--- config.mk ---
export PLATFORM = sky130hd
export DESIGN_NAME = oven_display_ctrl
export DESIGN_NICKNAME = d
export VERILOG_FILES = /design/src/rtl/oven_pkg.sv /design/src/rtl/bcd_to_seg7.sv /design/src/rtl/oven_display_ctrl.sv
export SDC_FILE = /design/constraint.sdc
export NUM_CORES = 1
export LEC_CHECK = 0
export CORE_MARGIN = 3
export CORE_UTILIZATION = 55
export DETAILED_ROUTE_END_ITERATION = 6
export GPL_ROUTABILITY_DRIVEN = 0
export PLACE_DENSITY = 0.84
export REMOVE_ABC_BUFFERS = 1
export SLEW_MARGIN = 20
export SYNTH_ARGS = -nofsm -noshare
export SYNTH_HDL_FRONTEND = slang
export SYNTH_SLANG_ARGS = --single-unit
--- constraint.sdc ---
create_clock -name clk -period 3.9 [get_ports clk]
set_input_delay 0.78 -clock clk [delete_from_list [all_inputs] [get_ports clk]]
set_output_delay 0.78 -clock clk [all_outputs]
set_load 0.01 [all_outputs]
--- src/rtl/oven_pkg.sv ---
// oven_pkg: display states, set-mode codes and segment patterns shared by the oven display
package oven_pkg;
  typedef enum logic [1:0] {
    SHOW_CLOCK = 2'd0,
    SHOW_TIMER = 2'd1,
    SHOW_END   = 2'd2
  } disp_state_t;
  localparam logic [1:0] SET_NONE  = 2'd0;
  localparam logic [1:0] SET_HOURS = 2'd1;
  localparam logic [1:0] SET_MINS  = 2'd2;
  localparam logic [0:6] SEG_BLANK = 7'b1111111;
  localparam logic [0:6] SEG_DASH  = 7'b1111110;
  localparam logic [0:6] SEG_E     = 7'b0110000;
  localparam logic [0:6] SEG_N     = 7'b1101010;
  localparam logic [0:6] SEG_D     = 7'b1000010;
endpackage

--- src/rtl/bcd_to_seg7.sv ---
// bcd_to_seg7: 4-bit BCD to active-low segments a..g, dash for non-decimal codes
module bcd_to_seg7
  import oven_pkg::*;
(
  input  logic [3:0] bcd,
  output logic [0:6] seg
);
  always_comb begin
    case (bcd)
      4'd0:    seg = 7'b0000001;
      4'd1:    seg = 7'b1001111;
      4'd2:    seg = 7'b0010010;
      4'd3:    seg = 7'b0000110;
      4'd4:    seg = 7'b1001100;
      4'd5:    seg = 7'b0100100;
      4'd6:    seg = 7'b0100000;
      4'd7:    seg = 7'b0001111;
      4'd8:    seg = 7'b0000000;
      4'd9:    seg = 7'b0000100;
      default: seg = SEG_DASH;
    endcase
  end
endmodule

--- src/rtl/oven_display_ctrl.sv ---
// oven_display_ctrl: selects clock, timer or "End" for four active-low 7-segment digits,
// with set-mode blinking, leading-zero blanking and a timed end message
module oven_display_ctrl
  import oven_pkg::*;
#(
  parameter int CLK_HZ   = 50000000,
  parameter int BLINK_HZ = 2,
  parameter int END_SECS = 5
) (
  input  logic       clk,
  input  logic       rst_n,
  input  logic [3:0] min1,
  input  logic [3:0] min2,
  input  logic [3:0] hr1,
  input  logic [3:0] hr2,
  input  logic [3:0] tmr_sec1,
  input  logic [3:0] tmr_sec2,
  input  logic [3:0] tmr_min1,
  input  logic [3:0] tmr_min2,
  input  logic       timer_running,
  input  logic       show_timer,
  input  logic       timer_done,
  input  logic       ack,
  input  logic [1:0] set_mode,
  output logic [0:6] Hex0,
  output logic [0:6] Hex1,
  output logic [0:6] Hex2,
  output logic [0:6] Hex3,
  output logic [1:0] disp_state
);
  localparam int HALF = CLK_HZ / (2 * BLINK_HZ);
  localparam int BW = HALF > 1 ? $clog2(HALF) : 1;
  localparam int END_CYC = END_SECS * CLK_HZ;
  localparam int EW = END_CYC > 1 ? $clog2(END_CYC) : 1;
  localparam logic [BW-1:0] BLINK_LAST = BW'(HALF - 1);
  localparam logic [EW-1:0] END_LAST = EW'(END_CYC - 1);
  disp_state_t state, nxt;
  logic [BW-1:0] blink_cnt;
  logic blink_phase;
  logic [EW-1:0] end_cnt;
  logic [3:0] d3, d2, d1, d0;
  logic [0:6] s3, s2, s1, s0, n3, n2, n1, n0;
  logic tv, is_end, blank_hi, blank_lo;
  always_comb begin
    nxt = timer_done ? SHOW_END :
          state == SHOW_END ? ((ack || end_cnt == END_LAST) ? SHOW_CLOCK : SHOW_END) :
          (timer_running || show_timer) ? SHOW_TIMER : SHOW_CLOCK;
  end
  // Display content follows the state being entered so Hex and disp_state agree
  assign tv = nxt == SHOW_TIMER;
  assign is_end = nxt == SHOW_END;
  assign d3 = tv ? tmr_min2 : hr2;
  assign d2 = tv ? tmr_min1 : hr1;
  assign d1 = tv ? tmr_sec2 : min2;
  assign d0 = tv ? tmr_sec1 : min1;
  bcd_to_seg7 u_dec3 (.bcd(d3), .seg(s3));
  bcd_to_seg7 u_dec2 (.bcd(d2), .seg(s2));
  bcd_to_seg7 u_dec1 (.bcd(d1), .seg(s1));
  bcd_to_seg7 u_dec0 (.bcd(d0), .seg(s0));
  assign blank_hi = nxt == SHOW_CLOCK && set_mode == SET_HOURS && blink_phase;
  assign blank_lo = nxt == SHOW_CLOCK && set_mode == SET_MINS && blink_phase;
  assign n3 = (is_end || blank_hi || d3 == 4'd0) ? SEG_BLANK : s3;
  assign n2 = is_end ? SEG_E : blank_hi ? SEG_BLANK : s2;
  assign n1 = is_end ? SEG_N : blank_lo ? SEG_BLANK : s1;
  assign n0 = is_end ? SEG_D : blank_lo ? SEG_BLANK : s0;
  always_ff @(posedge clk or negedge rst_n) begin
    if (!rst_n) begin
      state       <= SHOW_CLOCK;
      disp_state  <= 2'(SHOW_CLOCK);
      blink_cnt   <= '0;
      blink_phase <= 1'b0;
      end_cnt     <= '0;
      Hex3        <= SEG_BLANK;
      Hex2        <= SEG_BLANK;
      Hex1        <= SEG_BLANK;
      Hex0        <= SEG_BLANK;
    end else begin
      state       <= nxt;
      disp_state  <= 2'(nxt);
      blink_cnt   <= blink_cnt == BLINK_LAST ? '0 : blink_cnt + 1'b1;
      blink_phase <= blink_phase ^ (blink_cnt == BLINK_LAST);
      end_cnt     <= (state == SHOW_END && nxt == SHOW_END && !timer_done) ? end_cnt + 1'b1 : '0;
      Hex3        <= n3;
      Hex2        <= n2;
      Hex1        <= n1;
      Hex0        <= n0;
    end
  end
endmodule

Yosys cells after proc, flatten, opt, wreduce, memory -nomap -nowiden. Memory sizes are Yosys's and may differ from the RTL's. Index checks and enable logic that the tools add are counted.

Register bits: 83. ROM bits: 448. Word-level logic and storage cells: 52. Input port bits: 40. Output and inout bits: 30. Memory bits (writable): 0. Latch bits: 0. Memories kept: 4.

Eq/ne operators: 7. Multipliers: 0. Add/subtract/negate cells: 2. Reduce and logical (&&, ||, !) cells: 13. Multiplexer cells: 17. Shift-type cells: 0. Divide/modulo/power cells: 0. Bitwise operators: 1. $lt $le $gt $ge: 0.

Memory list: (no name shown) (depth 16, bits a word 7, rd ports 1, clocked after Yosys merged registers in 0, write ports 0, line bcd_to_seg7.sv:9) `case (bcd)`; (no name shown) (depth 16, bits a word 7, rd ports 1, clocked after Yosys merged registers in 0, write ports 0, line bcd_to_seg7.sv:9); (no name shown) (depth 16, bits a word 7, rd ports 1, clocked after Yosys merged registers in 0, write ports 0, line bcd_to_seg7.sv:9); (no name shown) (depth 16, bits a word 7, rd ports 1, clocked after Yosys merged registers in 0, write ports 0, line bcd_to_seg7.sv:9).

Operator list (number): $mux 7 (7); $add 28x1->28 const B (1); $eq 28x28->1 const B (1); $mux 28 (1); $add 24x1->24 const B (1); $eq 24x24->1 const B (1); $mux 24 (1); $mux 4 (4); $eq 2x2->1 const B (3); $logic_and 1x1->1 (6); $mux 2 (3); $eq 2x1->1 const B (2); $logic_not 4->1 (1); $logic_or 1x1->1 (4); $logic_not 2->1 (1); $logic_not 1->1 (1); $mux 1 (1); $xor 1x1->1 (1).

Logic depth before layout (Yosys ltp). Gate-level depths: netlist of run 1.

Word-level depth: 11. Gate-level depth with buffers: 13. Mapped depth without buffers: 10.

Hierarchy. A second synthesis of run 1 with hierarchy kept.

Cell total of the unflattened synthesis: 481. Area, all modules: 4729.5 sq um.

Modules (own cells, without submodules): oven_display_ctrl (instances 1, cells each 357, area each 3808.7 sq um, seq. area each 2112.0 sq um); bcd_to_seg7 (instances 4, cells each 31, area each 230.2 sq um, seq. area each 0.0 sq um).

Worst setup path before layout of run 1. No wires, ideal clock.

Path kind: input port to flip-flop. Start point: in show_timer. End point: reg Hex3[0] (netlist name). Data required time: 3.805 ns. Setup time: 0.095 ns. Stages on the path: 12. Data arrival time: 3.218 ns. Path slack: 0.587 ns. Path buffers: 3. Cells stage by stage: or2_2 -> clkbuf_1 -> nand3_1 -> inv_2 -> clkbuf_1 -> clkbuf_1 -> mux2i_1 -> inv_1 -> ha_1 -> or3_1 -> a31oi_1 -> o21ai_0.

Word-level cells in the longest chain between the ends: 10. Elaborated cells on any way between the ends: 15. Classes of those cells: eq/ne (2); mux (5); reduce/logical (7); memory (1).

RTL lines: start: declaration (line oven_display_ctrl.sv:21) `input logic show_timer,`; $logic_or 1x1->1 * (line oven_display_ctrl.sv:47) `(timer_running || show_timer) ? SHOW_TIMER : SHOW_CLOCK;`; $mux 1 * (line oven_display_ctrl.sv:47); $mux 2 * (line oven_display_ctrl.sv:46) `state == SHOW_END ? ((ack || end_cnt == END_LAST) ? SHOW_CLOCK : SHOW_END) :`; $mux 2 * (line oven_display_ctrl.sv:45) `nxt = timer_done ? SHOW_END :`; via nxt[0] (line oven_display_ctrl.sv:37) `disp_state_t state, nxt;`; branches (longest 5 deep; another with $mem_v2 16x7); $mux 7 * (line oven_display_ctrl.sv:62) `assign n3 = (is_end || blank_hi || d3 == 4'd0) ? SEG_BLANK : s3;`; via n3 (one bit) (line oven_display_ctrl.sv:42) `logic [0:6] s3, s2, s1, s0, n3, n2, n1, n0;`; end signal: assignment (line oven_display_ctrl.sv:83) `Hex3 <= n3;`; end: declaration (line oven_display_ctrl.sv:28) `output logic [0:6] Hex3,`.

Mark *: on every way through the listed nets, which the timed path passes.

Worst setup path after layout of run 1.
Start point: in show_timer. End point: reg Hex3[3] (netlist name).

Word-level cells in the longest chain between the ends: 10. Elaborated cells on any way between the ends: 15. Classes of those cells: eq/ne (2); mux (5); reduce/logical (7); memory (1).

RTL lines (line): $logic_or 1x1->1 * (oven_display_ctrl.sv:47); $mux 1 * (oven_display_ctrl.sv:47); $mux 2 * (oven_display_ctrl.sv:46); $mux 2 * (oven_display_ctrl.sv:45); branches (longest 5 deep; another with $mem_v2 16x7); $mux 7 * (oven_display_ctrl.sv:62); via n3 (one bit) (oven_display_ctrl.sv:42).

Marked as above.

==> results of run 1 <==
[metrics by stage]
stage	instances	worst slack, ns
after global routing	666	0.634
after CTS	666	0.860
after floorplan	474	0.379
after detailed placement	651	0.490
after global placement	651	0.601
final	666	0.818
[path summary, 6_finish.rpt]
check | start | end | slack [ns] | cells after the start
max reg2reg | end_cnt[10] | Hex3[1] | 1.22 | 5
min | rst_n | state[0] | 0.45 | 1
min reg2reg | end_cnt[0] | end_cnt[0] | 0.48 | 1
max | show_timer | Hex3[3] | 0.82 | 10
min in group clk | end_cnt[0] | end_cnt[0] | 0.48 | 1
max in group asynchronous | rst_n | end_cnt[25] | 2.94 | 1
[report_power, final]
part	leakage [nW]	total, mW	internal (mW)	switching, mW
clock	0.0898	0.600	0.291	0.309
combinational	1.21	0.332	0.156	0.176
sequential	1.04	0.916	0.907	0.00865
total	2.34	1.85	1.35	0.494
[registers in the layout, indices dropped and copies added (netlist names)]
register and flops:
Hex2 7, Hex3 7, end_cnt 28, state 2, Hex1 7, Hex0 7, blink_cnt 24, blink_phase 1
[layout make-up]
| class | instances | area, um2 | share of cell area |
|---|---|---|---|
| Inverter | 16 | 60.1 | 0.0105 |
| Timing Repair Buffer | 72 | 727 | 0.127 |
| Tap cell | 105 | 131 | 0.0229 |
| Sequential cell | 83 | 2110 | 0.368 |
| Clock buffer | 10 | 128 | 0.0223 |
| Multi-Input combinational cell | 375 | 2520 | 0.439 |
| Clock inverter | 5 | 55.1 | 0.00960 |
[per-layer routing]
layer | wire, um | vias to the layer above | part of all wire
li1 | - | 1899 | -
met1 | 4700 | 1938 | 0.43
met2 | 5310 | 173 | 0.48
met3 | 790 | 20 | 0.072
met4 | 214 | 0 | 0.019
met5 | 0 | - | 0
[cell usage in the layout, fill, tap and decap left out, types with 3 or more instances in the layout]
cell type	synthesis	final
mux2i_1	16	16
a31oi_1	3	3
nand2_1	38	38
nor2_1	52	52
nand4_1	18	18
or3_1	6	6
nor3_1	13	13
clkbuf_8	0	9
a21oi_1	15	15
inv_1	15	15
xnor2_1	28	28
and2_1	5	5
nand3_1	23	23
nor4_1	10	10
and3_1	15	15
o211ai_1	6	6
o21ai_0	14	14
o21ai_1	3	3
xor2_1	15	15
mux2_2	4	4
nor2b_1	3	3
dfrtp_1	55	55
a221oi_1	3	3
dfstp_2	28	28
and4_1	5	5
o2111a_1	4	4
ha_1	22	22
o31ai_1	8	8
nand3b_1	17	17
clkdlybuf4s50_1	0	68
[cells by family (layout without fill, tap and decap cells)]
group,after synthesis,in the layout,synth area share
fa+ha+maj,22,22,0.0577
flops,83,83,0.443
xor+xnor,43,43,0.0790
simple gates,219,219,0.244
compound gates,71,71,0.104
mux,20,20,0.0430
buf+inv,34,103,0.0289
==> impl_metrics.ini, run 1 <==
[global_routing]
antenna_found_initial = 0
grt.busiest_layer = met2
grt_max_degree = 84
grt.met2_usage = 0.369
grtUsageMet3 = 0.0400
first_global_vias = 3873
grtUsageMet1 = 0.307
track_usage = 0.230
grt_pass1_wl_mm = 18.4
grt_overflow_total = 0

[cts]
cts_sinks = 83
cts_resized = 0
cts_tree = done
post-cts-setup-buffers = 0
cts-root-buf = clkbuf_8
numCtsBuffers = 9
clkTransAtPathRegs_ns = 0.09
postCtsHoldBufs = 0
cts_buffer_depth = 2
htreeDepth = 3
clk_latency_ns = 0.36

[sta]
finalSetupViolCount = 0
slew_violations = 0
period_minus_slack_ns = 3.08
rsz0062_at_grt = false
period_share = 0.790
relSlewSlack = 0.370
timing.hold.ws_ns = 0.448
finClkSkew_ns = 0.0122
setup_tns_ns = 0
fmax_ghz = 0.324
hold_viol_final = 0
worst_pin_slew_ns = 0.944

[placed_design]
io_buffers = 69
hpwl_mm = 7.89
placed_area_um2 = 5550

[worst_setup_path]
crit_family = buffers and inverters
slowest_stage = clkdlybuf4s50_1
end_kind = flip-flop
crit_chain = clkdlybuf4s50_1, or2_2, nand3_1, inv_2, mux2i_1, inv_1, ha_1, or3_1, a31oi_1, o21ai_0
start_kind = primary input
slowest_delay_ns = 0.49
critPathKind = primary input to flip-flop
required_ns = 4.17
arrival_ns = 3.35
path_max_fanout = 19
timing.critical_path.buf_inv = 3

[floorplanning]
die_w_um = 99.1
initial_core_util = 0.575
dieArea_um2 = 9820
pin_count = 70
rows = 33
core-area_um2 = 8300
die_h_um = 99.1

[power]
p_total_mw = 1.85
pwr_density_cell_nw_per_um2 = 322
ir_worst_vdd_v = 0.000216
p_leak_nw = 2.34

[synthesis]
syn_avg_cell_area_um2 = 9.69
synthFlopType = dfrtp_1
synth_top_area_frac = 0.289
post-synth-top-area-cell = dfrtp_1
ys_types = 54
syn_inst = 492
synth_area_leaders = dfrtp_1 29%, dfstp_2 15%, ha_1 5.8%
yosysMostFrequentCell = dfrtp_1
seq_area_frac_synth = 0.443
synth_seq_cells = 83
syn_area_um2 = 4770
synth_commonest_cells = 55 x dfrtp_1, 52 x nor2_1, 38 x nand2_1
ys_warn_count = 0
async_flop_share = 1.00
synth_edf_count = 0

[status]
status = finished, final reports clean

[layout]
syn2layout_area_growth_pct = 20.2
finalNetCount = 619
diodes = 0
final_cell_area_um2 = 5730
final_core_util = 0.691
drive_gt1_frac = 0.0945
num-fill-cells = 624

[route]
first_pass_iters = 5
vias = 4030
drt_first_iter_violations = 312
routed_wl_mm = 11.0
wl_per_cell_um = 16.5
final_antenna_net_count = 0
viasPerCell = 6.05
post-route-drc-count = 0

[flow_run]
cap_violations = 0

[min_path]
hold_path.class = primary input to async pin
No activity file was read; power rests on OpenSTA's default activity.
==> inputs of run 2 (changes only) <==
- clock period: 3.9 -> 3.2 ns (I/O delays scaled with it)
==> run 2 against run 1 <==
  * Core utilization increased by 0.57 points
  * Largest power group unchanged
  * Routed wire length up 1.5%
  * Highest routed layer unchanged
  * Critical path depth up 1
  * Clock skew barely moved
  * Worst setup slack worse by 0.36 ns
==> impl_metrics.ini, run 2 (synthesis results as in run 1) <==
[status]
status = finished, final reports clean

[layout]
regMostFlops = end_cnt
reg_top3 = end_cnt x28, blink_cnt x24
diodes = 0
syn2layout_area_growth_pct = 21.2
drive_gt1_frac = 0.114
final_common_cell = clkdlybuf4s50_1
instances_no_fill = 676
finalNetCount = 629
final_cell_area_um2 = 5780
layout_common_cells = 68 x clkdlybuf4s50_1, 55 x dfrtp_1, 52 x nor2_1
largest_reg_flops = 28

[cts]
clk_latency_ns = 0.35
postCtsHoldBufs = 0
numCtsBuffers = 9
cts_resized = 0
post-cts-setup-buffers = 0
cts_tree = done
cts_buffer_depth = 2
clkTransAtPathRegs_ns = 0.08
cts_sinks = 83
cts-root-buf = clkbuf_8
htreeDepth = 3

[route]
vias = 4022
viasPerCell = 5.95
post-route-drc-count = 0
routed_wl_mm = 11.2
first_pass_iters = 5
wl_per_cell_um = 16.5
drt_first_iter_violations = 257
final_antenna_net_count = 0

[sta]
rsz0062_at_grt = false
hold_viol_final = 0
relSlewSlack = 0.398
fmax_ghz = 0.365
timing.hold.ws_ns = 0.325
period_minus_slack_ns = 2.74
period_share = 0.857
slew_violations = 0
finalSetupViolCount = 0
finClkSkew_ns = 0.0120
worst_pin_slew_ns = 0.902

[worst_setup_path]
slowest_stage = clkdlybuf4s50_1
slowest_delay_ns = 0.44
arrival_ns = 2.98
crit_chain = clkdlybuf4s50_1, or2_2, nand3_1, buf_4, buf_4, nand2_1, nand2_1, inv_1, ha_1, and3_1, o311ai_0
timing.critical_path.buf_inv = 4
end_kind = flip-flop
critPathKind = primary input to flip-flop
path_max_fanout = 19
required_ns = 3.43
crit_family = buffers and inverters
start_kind = primary input

[floorplanning]
core-area_um2 = 8300
initial_core_util = 0.575
die_w_um = 99.1
pin_count = 70
rows = 33
die_h_um = 99.1
dieArea_um2 = 9820

[placed_design]
dp_cells = 661
io_buffers = 69
hpwl_mm = 8.06
placed_area_um2 = 5610

[power]
p_total_mw = 2.20
pwr_density_cell_nw_per_um2 = 381
p_leak_nw = 2.38
ir_worst_vdd_v = 0.000210

[flow_run]
cap_violations = 0

[global_routing]
grt_pass1_wl_mm = 18.9
grt_overflow_total = 0
antenna_found_initial = 0
track_usage = 0.234
first_global_vias = 4016
grt_max_degree = 84

[min_path]
hold_path.class = primary input to async pin
[run 2: changes by cell type in the layout (fill, tap and decap cells not counted), sizes merged]
| cell | delta |
|---|---|
| buf | +10 |
| clkinvlp | +1 |
| bufinv | -1 |
[run 2: power breakdown]
part	leakage, nW	total (mW)	switching (mW)	internal, mW
sequential	1.04	1.12	0.0113	1.11
combinational	1.25	0.419	0.221	0.199
clock	0.0839	0.665	0.370	0.295
[run 2: metal layers]
metal  up-vias  part of all wire  global-route usage
met5         -                 0                   0
met4         0             0.016              0.0809
met3        20             0.071              0.0358
met2       184              0.48               0.388
met1      1907              0.43               0.315
li1       1911                 -                   -
[run 2: metrics by stage]
step | setup TNS (ns) | worst slack (ns) | utilization
after floorplan | -0.375 | -0.181 | -
after global placement | 0 | 0.241 | 0.676
after detailed placement | 0 | 0.113 | 0.676
after CTS | 0 | 0.470 | 0.696
after global routing | 0 | 0.239 | 0.696
final | 0 | 0.457 | 0.696
[run 2: worst register-to-register path, stage by stage, from the launching register on]
cell     delay (ns)
dfrtp_1        0.42
or4b_1         0.54
or3_1          0.40
o41a_1         0.54
buf_4          0.27
nor3_2         0.24
o21ai_0        0.14
[run 2: path summary, 6_finish.rpt]
check,startpoint,end,slack [ns],depth (start not counted)
worst max-delay path,show_timer,Hex0[5],0.46,11
worst min-delay path,rst_n,state[0],0.32,1
worst max register to register,end_cnt[10],Hex1[3],0.57,6
worst min register to register,end_cnt[0],end_cnt[0],0.49,1
max in group asynchronous,rst_n,end_cnt[18],2.38,1
min in group clk,end_cnt[0],end_cnt[0],0.49,1
[run 2: area by class of cell]
class	instances	area (um2)
sequential	83	2110
multi-input combinational	375	2520
timing repair buffer	82	790
fill	615	2520
tap	105	131
inverter	16	60.1
clock buffer	10	138
clock inverter	5	30.0
